### src/rtl/accumulator_control_sequencer.sv
// Fetch/decode/execute controller for the 16-bit accumulator machine.
// Strobes are a combinational decode of the registered state; start/stop_req are level inputs.
module accumulator_control_sequencer #(
    parameter int         CNT_WIDTH = 16,
    parameter logic [3:0] ALU_ADD   = 4'b0000,
    parameter logic [3:0] ALU_SUB   = 4'b0001
) (
    input  logic                 clock,
    input  logic                 reset_n,
    input  logic                 start,
    input  logic                 stop_req,
    input  logic [3:0]           ir_opcode,
    input  logic [1:0]           ir_cond,
    input  logic                 acc_sign,
    input  logic                 acc_zero,
    output logic                 pc_write,
    output logic                 pc_sel,
    output logic                 mar_write,
    output logic                 mar_sel,
    output logic                 mbr_write,
    output logic                 mbr_sel,
    output logic                 ir_write,
    output logic                 acc_write,
    output logic [1:0]           acc_sel,
    output logic [3:0]           alu_op,
    output logic                 mem_write,
    output logic                 busy,
    output logic                 halted,
    output logic                 fault,
    output logic                 retired,
    output logic [CNT_WIDTH-1:0] instr_count,
    output logic [3:0]           state
);

    typedef enum logic [3:0] {
        S_IDLE   = 4'd0,
        S_F0     = 4'd1,
        S_F1     = 4'd2,
        S_F2     = 4'd3,
        S_F3     = 4'd4,
        S_DEC    = 4'd5,
        S_R0     = 4'd6,
        S_R1     = 4'd7,
        S_W0     = 4'd8,
        S_W1     = 4'd9,
        S_EXEC   = 4'd10,
        S_HALTED = 4'd11,
        S_FAULT  = 4'd12
    } state_t;

    localparam logic [3:0] OP_LOAD  = 4'h1;
    localparam logic [3:0] OP_STORE = 4'h2;
    localparam logic [3:0] OP_ADD   = 4'h3;
    localparam logic [3:0] OP_SUBT  = 4'h4;
    localparam logic [3:0] OP_HALT  = 4'h7;
    localparam logic [3:0] OP_SKIP  = 4'h8;
    localparam logic [3:0] OP_JUMP  = 4'h9;
    localparam logic [3:0] OP_CLEAR = 4'hA;

    state_t                 r_state;
    state_t                 w_next;
    logic [CNT_WIDTH-1:0]   r_count;
    logic                   w_retire;
    logic                   w_skip;

    always_comb begin
        case (ir_cond)
            2'b00:   w_skip = acc_sign;
            2'b01:   w_skip = acc_zero;
            2'b10:   w_skip = !acc_sign && !acc_zero;
            default: w_skip = 1'b0;
        endcase
    end

    assign w_retire = (r_state == S_EXEC) || (r_state == S_W1) ||
                      ((r_state == S_DEC) && (ir_opcode == OP_HALT));

    always_comb begin
        w_next = r_state;
        case (r_state)
            S_IDLE, S_HALTED: if (start) w_next = S_F0;
            S_F0:             w_next = S_F1;
            S_F1:             w_next = S_F2;
            S_F2:             w_next = S_F3;
            S_F3:             w_next = S_DEC;
            S_DEC: begin
                case (ir_opcode)
                    OP_LOAD, OP_ADD, OP_SUBT:  w_next = S_R0;
                    OP_STORE:                  w_next = S_W0;
                    OP_JUMP, OP_SKIP, OP_CLEAR: w_next = S_EXEC;
                    OP_HALT:                   w_next = S_HALTED;
                    default:                   w_next = S_FAULT;
                endcase
            end
            S_R0:             w_next = S_R1;
            S_R1:             w_next = S_EXEC;
            S_W0:             w_next = S_W1;
            S_W1, S_EXEC:     w_next = stop_req ? S_IDLE : S_F0;
            S_FAULT:          w_next = S_FAULT;
            default:          w_next = S_IDLE;
        endcase
    end

    always_ff @(posedge clock or negedge reset_n) begin
        if (!reset_n) begin
            r_state <= S_IDLE;
            r_count <= '0;
        end else begin
            r_state <= w_next;
            if (w_retire) r_count <= r_count + CNT_WIDTH'(1);
        end
    end

    always_comb begin
        pc_write  = 1'b0;
        pc_sel    = 1'b0;
        mar_write = 1'b0;
        mar_sel   = 1'b0;
        mbr_write = 1'b0;
        mbr_sel   = 1'b0;
        ir_write  = 1'b0;
        acc_write = 1'b0;
        acc_sel   = 2'd0;
        alu_op    = ALU_ADD;
        mem_write = 1'b0;
        case (r_state)
            S_F0:  mar_write = 1'b1;
            S_F2:  mbr_write = 1'b1;
            S_F3: begin
                ir_write = 1'b1;
                pc_write = 1'b1;
            end
            S_DEC: begin
                mar_write = 1'b1;
                mar_sel   = 1'b1;
            end
            S_R1:  mbr_write = 1'b1;
            S_W0: begin
                mbr_write = 1'b1;
                mbr_sel   = 1'b1;
            end
            S_W1:  mem_write = 1'b1;
            S_EXEC: begin
                case (ir_opcode)
                    OP_LOAD: begin
                        acc_write = 1'b1;
                        acc_sel   = 2'd1;
                    end
                    OP_ADD:  acc_write = 1'b1;
                    OP_SUBT: begin
                        acc_write = 1'b1;
                        alu_op    = ALU_SUB;
                    end
                    OP_CLEAR: begin
                        acc_write = 1'b1;
                        acc_sel   = 2'd2;
                    end
                    OP_JUMP: begin
                        pc_write = 1'b1;
                        pc_sel   = 1'b1;
                    end
                    // A taken skip is just one extra PC+1
                    OP_SKIP: pc_write = w_skip;
                    default: ;
                endcase
            end
            default: ;
        endcase
    end

    assign busy        = !((r_state == S_IDLE) || (r_state == S_HALTED) || (r_state == S_FAULT));
    assign halted      = (r_state == S_HALTED);
    assign fault       = (r_state == S_FAULT);
    assign retired     = w_retire;
    assign instr_count = r_count;
    assign state       = r_state;

endmodule
### config.mk
export PLATFORM = sky130hd
export DESIGN_NAME = accumulator_control_sequencer
export DESIGN_NICKNAME = d
export VERILOG_FILES = /design/src/rtl/accumulator_control_sequencer.sv
export SDC_FILE = /design/constraint.sdc
export NUM_CORES = 1
export LEC_CHECK = 0
export ABC_AREA = 0
export CAP_MARGIN = 20
export CORE_ASPECT_RATIO = 1.75
export CORE_MARGIN = 2
export CORE_UTILIZATION = 31
export DETAILED_ROUTE_END_ITERATION = 16
export PLACE_DENSITY_LB_ADDON = 0.25
export RECOVER_POWER = 100
export SLEW_MARGIN = 20
export SYNTH_ARGS = -nofsm -noshare
export SYNTH_HDL_FRONTEND = slang
export SYNTH_SLANG_ARGS = --single-unit
### constraint.sdc
create_clock -name clock -period 2.25 [get_ports clock]
set_input_delay 0.3375 -clock clock [delete_from_list [all_inputs] [get_ports clock]]
set_output_delay 0.3375 -clock clock [all_outputs]
set_load 0.02 [all_outputs]
==> results.txt <==
----------------------------------------------------
[Synthesis]
  Number of instances in the synthesized netlist ... 154
  Async S/R FF share, synth ... 100%
  Most frequently used flop master after synthesis ... sky130_fd_sc_hd__dfrtp_1
  Synthesized area ... 1430 µm²
  Fraction of the yosys area taken by sequential cells ... 35.1%
  Syn Area/Cell ... between 9 and 10 µm²
  Library cells used by synthesis ... 45
  Flip-flop and latch count after synthesis ... 20
  Number of flops mapped to enable cells by yosys ... 0
  Yosys Warn Count ... 0

[Routing]
  ANT nets after route ... 0
  Number of detailed-route iterations in the first pass ... 4
  Post-detailed-routing wire length ... 3690 µm
  WL per Instance ... 14.1 µm
  DRC violation total after the first TritonRoute iteration ... 26
  Detailed-route DRC error count ... 0
  Vias per std cell ... 5.11
  Vias ... 1,338

[STA]
  Sum of negative setup slack ... 0 ps
  Minimum clock period after layout ... about 2200 ps
  Worst relative slew slack ... 26.6%
  Share of the clock period used by the worst path after layout ... 97.3%
  Slew of the pin with the lowest slew margin ... 1100 ps
  Setup violators final ... 0
  Maximum clock skew at final layout ... 4.50 ps
  Total count of max-transition violations in the final report ... 0
  Peak Freq ... 457 MHz
  Final Hold Viols ... 0
  Unrepaired setup endpoints after global routing ... false

[Critical path]
  Worst setup EP type ... output pin
  Max Fanout on Critical Path ... 4
  Startpoint type of the worst setup path ... input pin
  Data arrival, critical path ... around 1900 ps
  Worst stage delay on the critical path ... 530 ps
  Crit Path Class ... in2out
  Critical-path cell with the highest stage delay ... sky130_fd_sc_hd__clkdlybuf4s50_1
  Top Family by Delay on Critical Path ... buffers and inverters
  CP bufs+invs ... 3
  Worst endpoint required time ... 1910 ps
  Crit-path cells ... clkdlybuf4s50_1 > inv_1 > ha_1 > nand2_1 > a21oi_1 > a31oi_1 > nor2_1 > dlygate4sd2_1

[Power]
  IR Drop Worst-Case VDD ... 690 µV
  Switching power of the nets ... ~780 µW
  Cell Pwr Density ... 937 nW/µm²
  Cell internal pwr ... 1120 µW
  Relative contribution of combinational cells to total power ... 51.9%
  Relative contribution of the clock network to total power ... 18.8%
  Switching power as a share of total power ... 40.9%
  Portion of total power attributed to sequential cells ... around 29%
  Leakage dissipation ... 0.000956 µW

[Clocking]
  Buffer depth of the longest clock path ... 2
  Clock tree root buffer cell ... sky130_fd_sc_hd__clkbuf_8
  Count of clock tree sinks ... 20
  Total clock buffers created by CTS ... 3
  Worst skew pair latency ... 260 ps
  CTS tree ... built
  Count of hold buffers inserted by post-cts repair ... 0
  H-Tree Level Count ... 1
  Register clock-pin slew on the reported worst setup and hold paths ... 80 ps

[Finish]
  Layout cell share with drive strength beyond 1 ... 10.4%
  Area growth syn-to-layout ... 41.5%
  Non-filler instance count after layout ... 262
  Number of nets at the end of the flow ... 230
  Number of antenna diodes ... 0

[Floorplanning]
  Area enclosed by the die boundary ... 5190 µm²
  Core Box Area ... 4400 µm²
  Cell row count ... 32
  I/O pin count ... 51
  Initial core utilization ... 32.4%
  Die H ... 93.8 µm
  X dimension of the die ... 55.3 µm

[Place]
  Cell Count Post-Placement ... 258
  Port Buffers ... 47
  HPWL after DPL ... just under 3000 µm
  GP Congestion ... 0.801

[GRT]
  Largest net degree at the start of global routing ... 21
  Number of global-route vias before repair ... 1,451
  Number of antenna violations at the first check in global routing ... 0
  Global Route Usage Sum ... 15.6%
  Final global-route overflow total ... 0
  Global-route wire length before repair ... 6530 µm

[Worst hold path]
  Worst Hold Class ... reg2reg

[Run status]
  Result of the run ... completed

[Flow run]
  Max-cap violation count ... 0

----------------------------------------------------
-- metrics by stage --
step           power [µW]  setup slack (ps)  hold slack, ps  cell area [µm²]  util [%]
2_1_floorplan        1150               159            41.9             1440         -
3_3_place_gp         1620              -172             460             2030      46.1
3_5_place_dp         1640              -231             490             2030      46.1
4_1_cts              1970              19.8             419             2090      47.4
5_1_grt              2030              1.79             519             2020      45.9
6_report             1890              61.0             494             2020      45.9
-- logic make-up (layout without fill, tap and decap cells) --
| family | Yosys count | count (layout) | synth area share (%) |
|---|---|---|---|
| muxes | 3 | 3 | 2.19 |
| and+or+nand+nor | 70 | 70 | 30.0 |
| other | 1 | 3 | 0.263 |
| adders and majority gates | 6 | 6 | 5.26 |
| buffers and inverters | 18 | 73 | 6.92 |
| AOI/OAI and AO/OA | 20 | 20 | 10.5 |
| DFF | 20 | 20 | 35.1 |
| xor gates and xnor gates | 16 | 16 | 9.82 |
-- per-layer routing --
metal	GRT usage, %	wire length, µm	up-vias
met1	16.1	1410	628
met5	0	0	-
met3	3.03	188	6
met4	8.13	80	0
li1	-	-	650
met2	29.2	2010	54
-- cell usage in the layout, fill, tap and decap left out, drive strengths merged, types with 4 or more instances in the layout --
master,synthesis,final
xnor2,15,15
o21ai,4,4
inv,5,5
clkdlybuf4s50,0,11
a21oi,5,5
ha,6,6
dfrtp,20,20
dlygate4sd3,0,20
nand3,7,7
buf,9,13
nor2,13,13
nor3,7,7
and3,8,8
nand4,9,9
nand2,8,8
dlygate4sd2,0,11
clkbuf,4,11
-- timing repair --
| item | in CTS | in global routing |
|---|---|---|
| setup endpoints to repair | 11 | 8 |
| resized for setup | 12 | 8 |
| pin swaps | 0 | 0 |
| buffers inserted | 0 | 0 |
-- state kept, by name, summed over array words and instances, names as in the netlist --
name,cells
instr_count,16
state,4
-- power by group through the flow --
stage          registers, µW  clock network [µW]  logic (µW)
6_report                 556                 356         982
3_5_place_dp             554                   0        1080
2_1_floorplan            595                   0         559
5_1_grt                  574                 383        1080
4_1_cts                  548                 363        1060
3_3_place_gp             552                   0        1070
-- Yosys cell counts, drive strengths merged (2+ instances only) --
| library cell | count | area share, % |
|---|---|---|
| and2 | 3 | 1.3 |
| nand4 | 9 | 4.4 |
| nor2 | 13 | 3.4 |
| ha | 6 | 5.3 |
| inv | 5 | 1.3 |
| o21ai | 4 | 1.4 |
| a21oi | 5 | 1.8 |
| nor3 | 7 | 2.5 |
| nand2b | 3 | 1.3 |
| mux2i | 2 | 1.4 |
| buf | 9 | 4.6 |
| nand2 | 8 | 2.1 |
| and3 | 8 | 3.5 |
| nor2b | 2 | 0.88 |
| xnor2 | 15 | 9.2 |
| dfrtp | 20 | 35 |
| nand3 | 7 | 4.6 |
| clkbuf | 4 | 1.1 |
| nor4b | 2 | 1.2 |
| o22ai | 2 | 0.88 |
-- cell type report --
class,instances,area [µm²]
fill,444,2380
clock buffer,3,41.3
clock inverter,1,30.0
sequential,20,502
tap,51,63.8
inverter,5,18.8
multi-input combinational,118,797
timing repair buffer,64,568
-- worst paths after layout --
kind	slack, ps	start	depth (start not counted)	endpoint
setup / recovery	60	ir_opcode[0]	8	acc_write
hold / removal	490	instr_count[14]$_DFFE_PN0P_	1	instr_count[14]$_DFFE_PN0P_
setup reg to reg	340	state[2]$_DFFE_PN0P_	5	instr_count[1]$_DFFE_PN0P_
hold reg to reg	490	instr_count[14]$_DFFE_PN0P_	1	instr_count[14]$_DFFE_PN0P_
max in group asynchronous	720	reset_n	2	state[1]$_DFFE_PN0P_
min in group asynchronous	800	reset_n	2	instr_count[3]$_DFFE_PN0P_
Power figures use the tool's default switching activity.
